--- src/rtl/alarme_ctrl.sv ---
// Sequential alarm controller: exit/entry delays, siren blink,
// 7-seg state digit and saturating trigger counter.
module alarme_ctrl #(
  parameter int EXIT_CYC  = 4,
  parameter int ENTRY_CYC = 3,
  parameter int SIREN_CYC = 8,
  parameter int BLINK_CYC = 2
) (
  input  logic       clk_2,
  input  logic       reset_n,
  input  logic       porta,
  input  logic       relogio,
  input  logic       interruptor,
  output logic       sirene,
  output logic       led_armado,
  output logic [2:0] estado,
  output logic [7:0] seg,
  output logic [3:0] disparos
);

  localparam int M1 = (EXIT_CYC > ENTRY_CYC) ? EXIT_CYC : ENTRY_CYC;
  localparam int M2 = (SIREN_CYC > BLINK_CYC) ? SIREN_CYC : BLINK_CYC;
  localparam int MX = (M1 > M2) ? M1 : M2;
  localparam int TW = $clog2(MX) + 1;

  typedef enum logic [2:0] {
    S_DES = 3'd0,
    S_SAI = 3'd1,
    S_ARM = 3'd2,
    S_ENT = 3'd3,
    S_DIS = 3'd4
  } state_t;

  state_t        r_state;
  logic [TW-1:0] r_tmr;
  logic [TW-1:0] r_blk;
  logic          r_sir;
  logic [3:0]    r_disp;

  logic r_porta_m, r_porta_s;
  logic r_rel_m, r_rel_s;
  logic r_int_m, r_int_s;
  logic w_arm;

  assign w_arm = r_rel_s & ~r_int_s;

  // Two-flop synchronisers for the raw switch levels.
  always_ff @(posedge clk_2 or negedge reset_n) begin
    if (!reset_n) begin
      r_porta_m <= 1'b0;
      r_porta_s <= 1'b0;
      r_rel_m   <= 1'b0;
      r_rel_s   <= 1'b0;
      r_int_m   <= 1'b0;
      r_int_s   <= 1'b0;
    end else begin
      r_porta_m <= porta;
      r_porta_s <= r_porta_m;
      r_rel_m   <= relogio;
      r_rel_s   <= r_rel_m;
      r_int_m   <= interruptor;
      r_int_s   <= r_int_m;
    end
  end

  // State sequencing, shared timer, siren blink and trigger count.
  always_ff @(posedge clk_2 or negedge reset_n) begin
    if (!reset_n) begin
      r_state <= S_DES;
      r_tmr   <= '0;
      r_blk   <= '0;
      r_sir   <= 1'b0;
      r_disp  <= '0;
    end else begin
      r_sir <= 1'b0;
      r_blk <= '0;
      if (r_state != S_DES && !w_arm) begin
        r_state <= S_DES;
        r_tmr   <= '0;
      end else begin
        unique case (r_state)
          S_DES: begin
            if (w_arm) begin
              r_state <= S_SAI;
              r_tmr   <= '0;
            end
          end
          S_SAI: begin
            if (r_tmr == TW'(EXIT_CYC - 1)) begin
              r_state <= r_porta_s ? S_ENT : S_ARM;
              r_tmr   <= '0;
            end else begin
              r_tmr <= r_tmr + TW'(1);
            end
          end
          S_ARM: begin
            if (r_porta_s) begin
              r_state <= S_ENT;
              r_tmr   <= '0;
            end
          end
          S_ENT: begin
            if (r_tmr == TW'(ENTRY_CYC - 1)) begin
              r_state <= S_DIS;
              r_tmr   <= '0;
              r_sir   <= 1'b1;
              if (r_disp != 4'hF)
                r_disp <= r_disp + 4'd1;
            end else begin
              r_tmr <= r_tmr + TW'(1);
            end
          end
          S_DIS: begin
            if (r_tmr == TW'(SIREN_CYC - 1)) begin
              r_state <= S_ARM;
              r_tmr   <= '0;
            end else begin
              r_tmr <= r_tmr + TW'(1);
              if (r_blk == TW'(BLINK_CYC - 1)) begin
                r_sir <= ~r_sir;
              end else begin
                r_sir <= r_sir;
                r_blk <= r_blk + TW'(1);
              end
            end
          end
          default: begin
            r_state <= S_DES;
            r_tmr   <= '0;
          end
        endcase
      end
    end
  end

  // Direct decode of the state register to LED and 7-seg outputs.
  always_comb begin
    seg[6:0] = 7'h3F;
    unique case (r_state)
      S_SAI:   seg[6:0] = 7'h06;
      S_ARM:   seg[6:0] = 7'h5B;
      S_ENT:   seg[6:0] = 7'h4F;
      S_DIS:   seg[6:0] = 7'h66;
      default: seg[6:0] = 7'h3F;
    endcase
    seg[7] = r_sir;
  end

  assign estado     = r_state;
  assign led_armado = (r_state == S_ARM) || (r_state == S_ENT);
  assign sirene     = r_sir;
  assign disparos   = r_disp;

endmodule

--- config.mk ---
export PLATFORM = sky130hd
export DESIGN_NAME = alarme_ctrl
export DESIGN_NICKNAME = d
export VERILOG_FILES = /design/src/rtl/alarme_ctrl.sv
export SDC_FILE = /design/constraint.sdc
export NUM_CORES = 1
export LEC_CHECK = 0
export ABC_AREA = 0
export ABC_CLOCK_PERIOD_IN_PS = 3950
export BUFFER_PORTS_ARGS = -buffer_cell sky130_fd_sc_hd__clkbuf_2
export CORE_AREA = 2 2 56 58
export CTS_CLUSTER_DIAMETER = 150
export DETAILED_ROUTE_END_ITERATION = 6
export DIE_AREA = 0 0 58 60
export GPL_TIMING_DRIVEN = 0
export PLACE_DENSITY_LB_ADDON = 0.25
export RECOVER_POWER = 100
export SLEW_MARGIN = 0
export SYNTH_ARGS = -nofsm -noshare
export SYNTH_HDL_FRONTEND = slang
export SYNTH_SLANG_ARGS = --single-unit
--- constraint.sdc ---
create_clock -name clk_2 -period 3.95 [get_ports clk_2]
set_clock_uncertainty 0.1 [all_clocks]
set_input_delay 0.79 -clock clk_2 [delete_from_list [all_inputs] [get_ports clk_2]]
set_output_delay 0.79 -clock clk_2 [all_outputs]
set_load 0.02 [all_outputs]
* Word-level counts from Yosys, hierarchy flattened
Cells that the tools add are included.
** Storage, ports and cells
- Register bits after elaboration :: 22
- Input bits :: 5
- Output and inout port bits :: 17
- Logic and storage cells :: 66
** Cells by class
- Add/sub/neg operators :: 3
- Equal/unequal tests :: 15
- Multiplexer cells :: 25
- Bitwise gates (word level) :: 4
- Reduce and logical (&&, ||, !) cells :: 8
** Operators by type and width (count)
- 2-to-1 mux 4 bit :: 10
- case mux 7 bit (4 select lines) :: 1
- case mux 4 bit (5 select lines) :: 1
- 2-to-1 mux 3 bit :: 6
- inequality test 3 bit, second input constant :: 5
- case mux 3 bit (5 select lines) :: 1
- adder 4 x 1 -> 4 bit, second input constant :: 3
- == test 4 x 2 -> 1 bit, second input constant :: 2
- inequality test 4 bit, second input constant :: 2
- == test 3 x 2 -> 1 bit, second input constant :: 2
- 2-to-1 mux 1 bit :: 5
- AND reduction 5 bit :: 1
- == test 4 x 1 -> 1 bit, second input constant :: 1
- == test 4 x 3 -> 1 bit, second input constant :: 1
- AND reduction 4 bit :: 1
- == test 3 x 1 -> 1 bit, second input constant :: 1
- == test 3 bit, second input constant :: 1
- logical NOT 3 bit :: 1
- NOT 1 bit :: 3
- nonzero test 3 bit :: 1
- case mux 1 bit (2 select lines) :: 1
- AND reduction 2 bit :: 1
- AND 1 bit :: 1
- logical AND 1 bit :: 1
- 2 further kinds :: 2

* Logic depth before layout (Yosys ltp)
- Word-level depth :: 6
- Gate-level depth with buffers :: 6
- Gate-level depth less buffers :: 6

* Least setup slack after synthesis
Ideal clock, no wire load.
- Path type :: reg2out
- Start point :: register r_state[2] (netlist: estado[2])
- End point :: output seg[3]
- Arrival :: 1350 ps
- Required time :: 3060 ps
- Path slack :: 1710 ps
- Stages on the path, launching flop included :: 5
- Buffers on the path :: 2
- Cell sequence :: dfrtp_1 -> buf_6 -> nor2b_1 -> o21bai_1 -> buf_4
** Between the ends
- Cells in the longest elaborated chain, start to end :: 2
- Elaborated cells on any way between the ends :: 5
- Classes of those cells :: eq/ne: 4; mux: 1
** RTL lines
- from (decl) :: line 34 : state_t r_state;
- from (signal assigned) :: line 90 : r_state <= r_porta_s ? S_ENT : S_ARM;
- == test 3 bit, or another cell as far along :: line 139 : unique case (r_state)
- case mux 7 bit (4 select lines) (*) :: line 139
- to (decl) :: line 17 : output logic [7:0] seg,
Every way passes the cells marked *; elsewhere a longest branch is shown, timed or not.

* Final worst setup path
- Start point :: register r_state[1] (netlist: estado[1])
- End point :: output seg[6]
The elaborated chain is that of the path after synthesis.

==> impl_metrics.yaml <==
final_layout:
  drive_above_1_share: 0.151
  antennaDiodeCount: 0
  layout.cells.non_filler: 172
  fin_nets: 150
  final_common_cell: "dfrtp_1"
  syn_to_final_growth_pct: 11.9
  fillCellCount: 291
  mostFrequentLayoutCells: "22 x dfrtp_1, 19 x clkbuf_1, 12 x nor2_1"
  seqCellArea_um2: 551
  multi_input_area_um2: 563
route:
  drt-pass1-iter-count: 4
  drtAntennaViolNets: 0
  wl_um: 2240
  detail_route.wl_per_cell_um: 13.0
  vias: 914
  vias_per_cell: 5.31
  drc: 0
  drt_iter0_drc: 20
global_routing:
  grt_max_degree: 23
  track_usage: 0.150
  antenna_found_initial: 0
  grt_first_pass_wirelength_um: 3910
  grt_pass1_vias: 900
  gr-total-overflow: 0
cts:
  clockBufferDepth: 2
  cts_resized: 0
  ctsHoldBuffers: 0
  tritoncts: "done"
  clk_pin_slew_ps: 130
  h-tree-depth: 1
  cts_buffers: 3
  clk_latency_ps: 310
  clock-sinks: 22
  root_buffer: "clkbuf_4"
  postCtsSetupBuffers: 0
die:
  start_util: 0.419
  die_width_um: 58
  die_area_mm2: 0.00348
  coreArea_mm2: 0.00290
  rows: 20
  io_pins: 22
  die_h_um: 60
pwr:
  leakage_nw: 0.623
  peakVddDrop_mv: 0.174
  power_uw: 434
  powerDensity_mw_per_mm2: 318
setup_path:
  critPathBufInv: 2
  worstPathRequired_ps: 3060
  startpoint: "estado[1]"
  r2r-start: "estado[1]"
  slowest_stage: "dfrtp_1"
  crit_fanout: 10
  startpoint_type: "flop"
  worstPathArrival_ps: 1900
  crit_family: "simple AND/OR/NAND/NOR gates"
  critPathKind: "reg2out"
  path_cells: "clkbuf_1 > nor3b_1 > or2_2 > clkbuf_1"
  cp-end-kind: "output port"
  cp_slowest_stage_delay_ps: 460
  crit_path_frequent_cell: "clkbuf_1"
logic_synthesis:
  synth-async-reset-ratio: 1.00
  ys_types: 46
  syn_inst: 115
  synth_edf_count: 0
  ys.warnings.count: 0
  ys_seq_area_frac: 0.452
  ys_seq_elements: 22
  synth_flop_cell: "dfrtp_1"
  syn_area_mm2: 0.00122
  syn_nets: 125
  avgSynthCellArea_um2: 10.6
timing:
  fin_crit_ps: 2790
  tightest_slew_ps: 1130
  fmax_ghz: 0.358
  slew_violations: 0
  tns_ps: 0
  setup_viol: 0
  relSlewSlack: 0.244
  rsz0062_at_grt: "false"
  min_period_over_period: 0.706
  hold_violations: 0
placed_design:
  post-place-cells: 168
  io_buffers: 20
  gp_congestion: 0.769
  place_hpwl_um: 1640
flow_run:
  drv_cap: 0
run_status:
  run_status: "finished clean"
worst_hold_path:
  hold_path_class: "reg2reg"
  hp-start: "r_int_m"
final cells by class:
cell class,count,share of cell area
clock buffer,3,0.0165
buffer,8,0.0386
timing repair buffer,20,0.0588
sequential,22,0.404
multi-input combinational,79,0.413
inverter,6,0.0165
clock inverter,1,0.0220
tap,33,0.0303
worst paths after layout:
| check | end | slack [ps] | cells past startpoint |
|---|---|---|---|
| worst max register to register | r_tmr[1] | 1930 | 5 |
| worst min register to register | r_int_s | 260 | 0 |
| min in group asynchronous | sirene | 560 | 1 |
| worst max-delay path | seg[6] | 1160 | 4 |
| max in group asynchronous | r_tmr[0] | 2510 | 1 |
| worst min-delay path | r_int_s | 260 | 0 |
worst register-to-register path, stage by stage, from the launching register on:
cell	delay, ps
dfrtp_1	460
clkbuf_1	250
nor3b_1	460
o21a_1	330
o21ai_0	170
o2bb2ai_1	170
power by group:
group | internal, mW | switching (mW)
logic | 0.00942 | 0.0192
clock network | 0.103 | 0.0700
registers | 0.230 | 0.00267
per-stage QoR:
step	cell area (um^2)	hold WS, ps	utilization	setup slack [ps]
3_5_place_dp	1360	235	0.468	1860
3_3_place_gp	1360	234	0.468	1900
5_1_grt	1360	283	0.469	1020
2_1_floorplan	1220	231	-	1710
4_1_cts	1410	265	0.486	1490
6_report	1360	263	0.469	1160
metal layers:
layer  wire length, um  GRT usage  vias to the layer above
met5                 0          0                        -
met4                27     0.0897                        0
met3               113     0.0303                        4
met2              1060      0.252                       29
met1              1040      0.178                      433
li1                  -          -                      448
state kept, by name (all words and copies together) (netlist names):
signal	count
r_int_m	1
r_rel_s	1
r_porta_m	1
r_int_s	1
sirene	1
disparos	4
r_porta_s	1
estado	3
r_blk	4
r_rel_m	1
r_tmr	4
synthesized netlist by cell type (2+ instances only):
cell	number	area, um^2
nand2b_1	3	18.8
or2_2	2	12.5
a211oi_1	2	15.0
nand3_1	6	30.0
o21ai_1	2	10.0
a21oi_1	3	15.0
inv_1	6	22.5
nor2_1	12	45.0
dfrtp_1	22	551
buf_6	2	22.5
and3_1	2	12.5
nand4_1	3	18.8
buf_4	5	37.5
nor2b_1	4	25.0
nand2_1	2	7.51
xnor2_1	4	35.0
o31ai_1	2	15.0
ha_1	5	62.6
cells by family after synthesis:
family                   count (synthesis)  share of synthesized area
flip-flops                              22                      0.452
buffers and inverters                   14                     0.0719
other                                    1                    0.00308
multiplexers                             3                     0.0298
XOR/XNOR                                 5                     0.0360
AND/OR/NAND/NOR                         44                      0.222
AO/OA/AOI/OAI                           21                      0.134
adder cells (fa/ha/maj)                  5                     0.0514
Power figures use the tool's default switching activity.
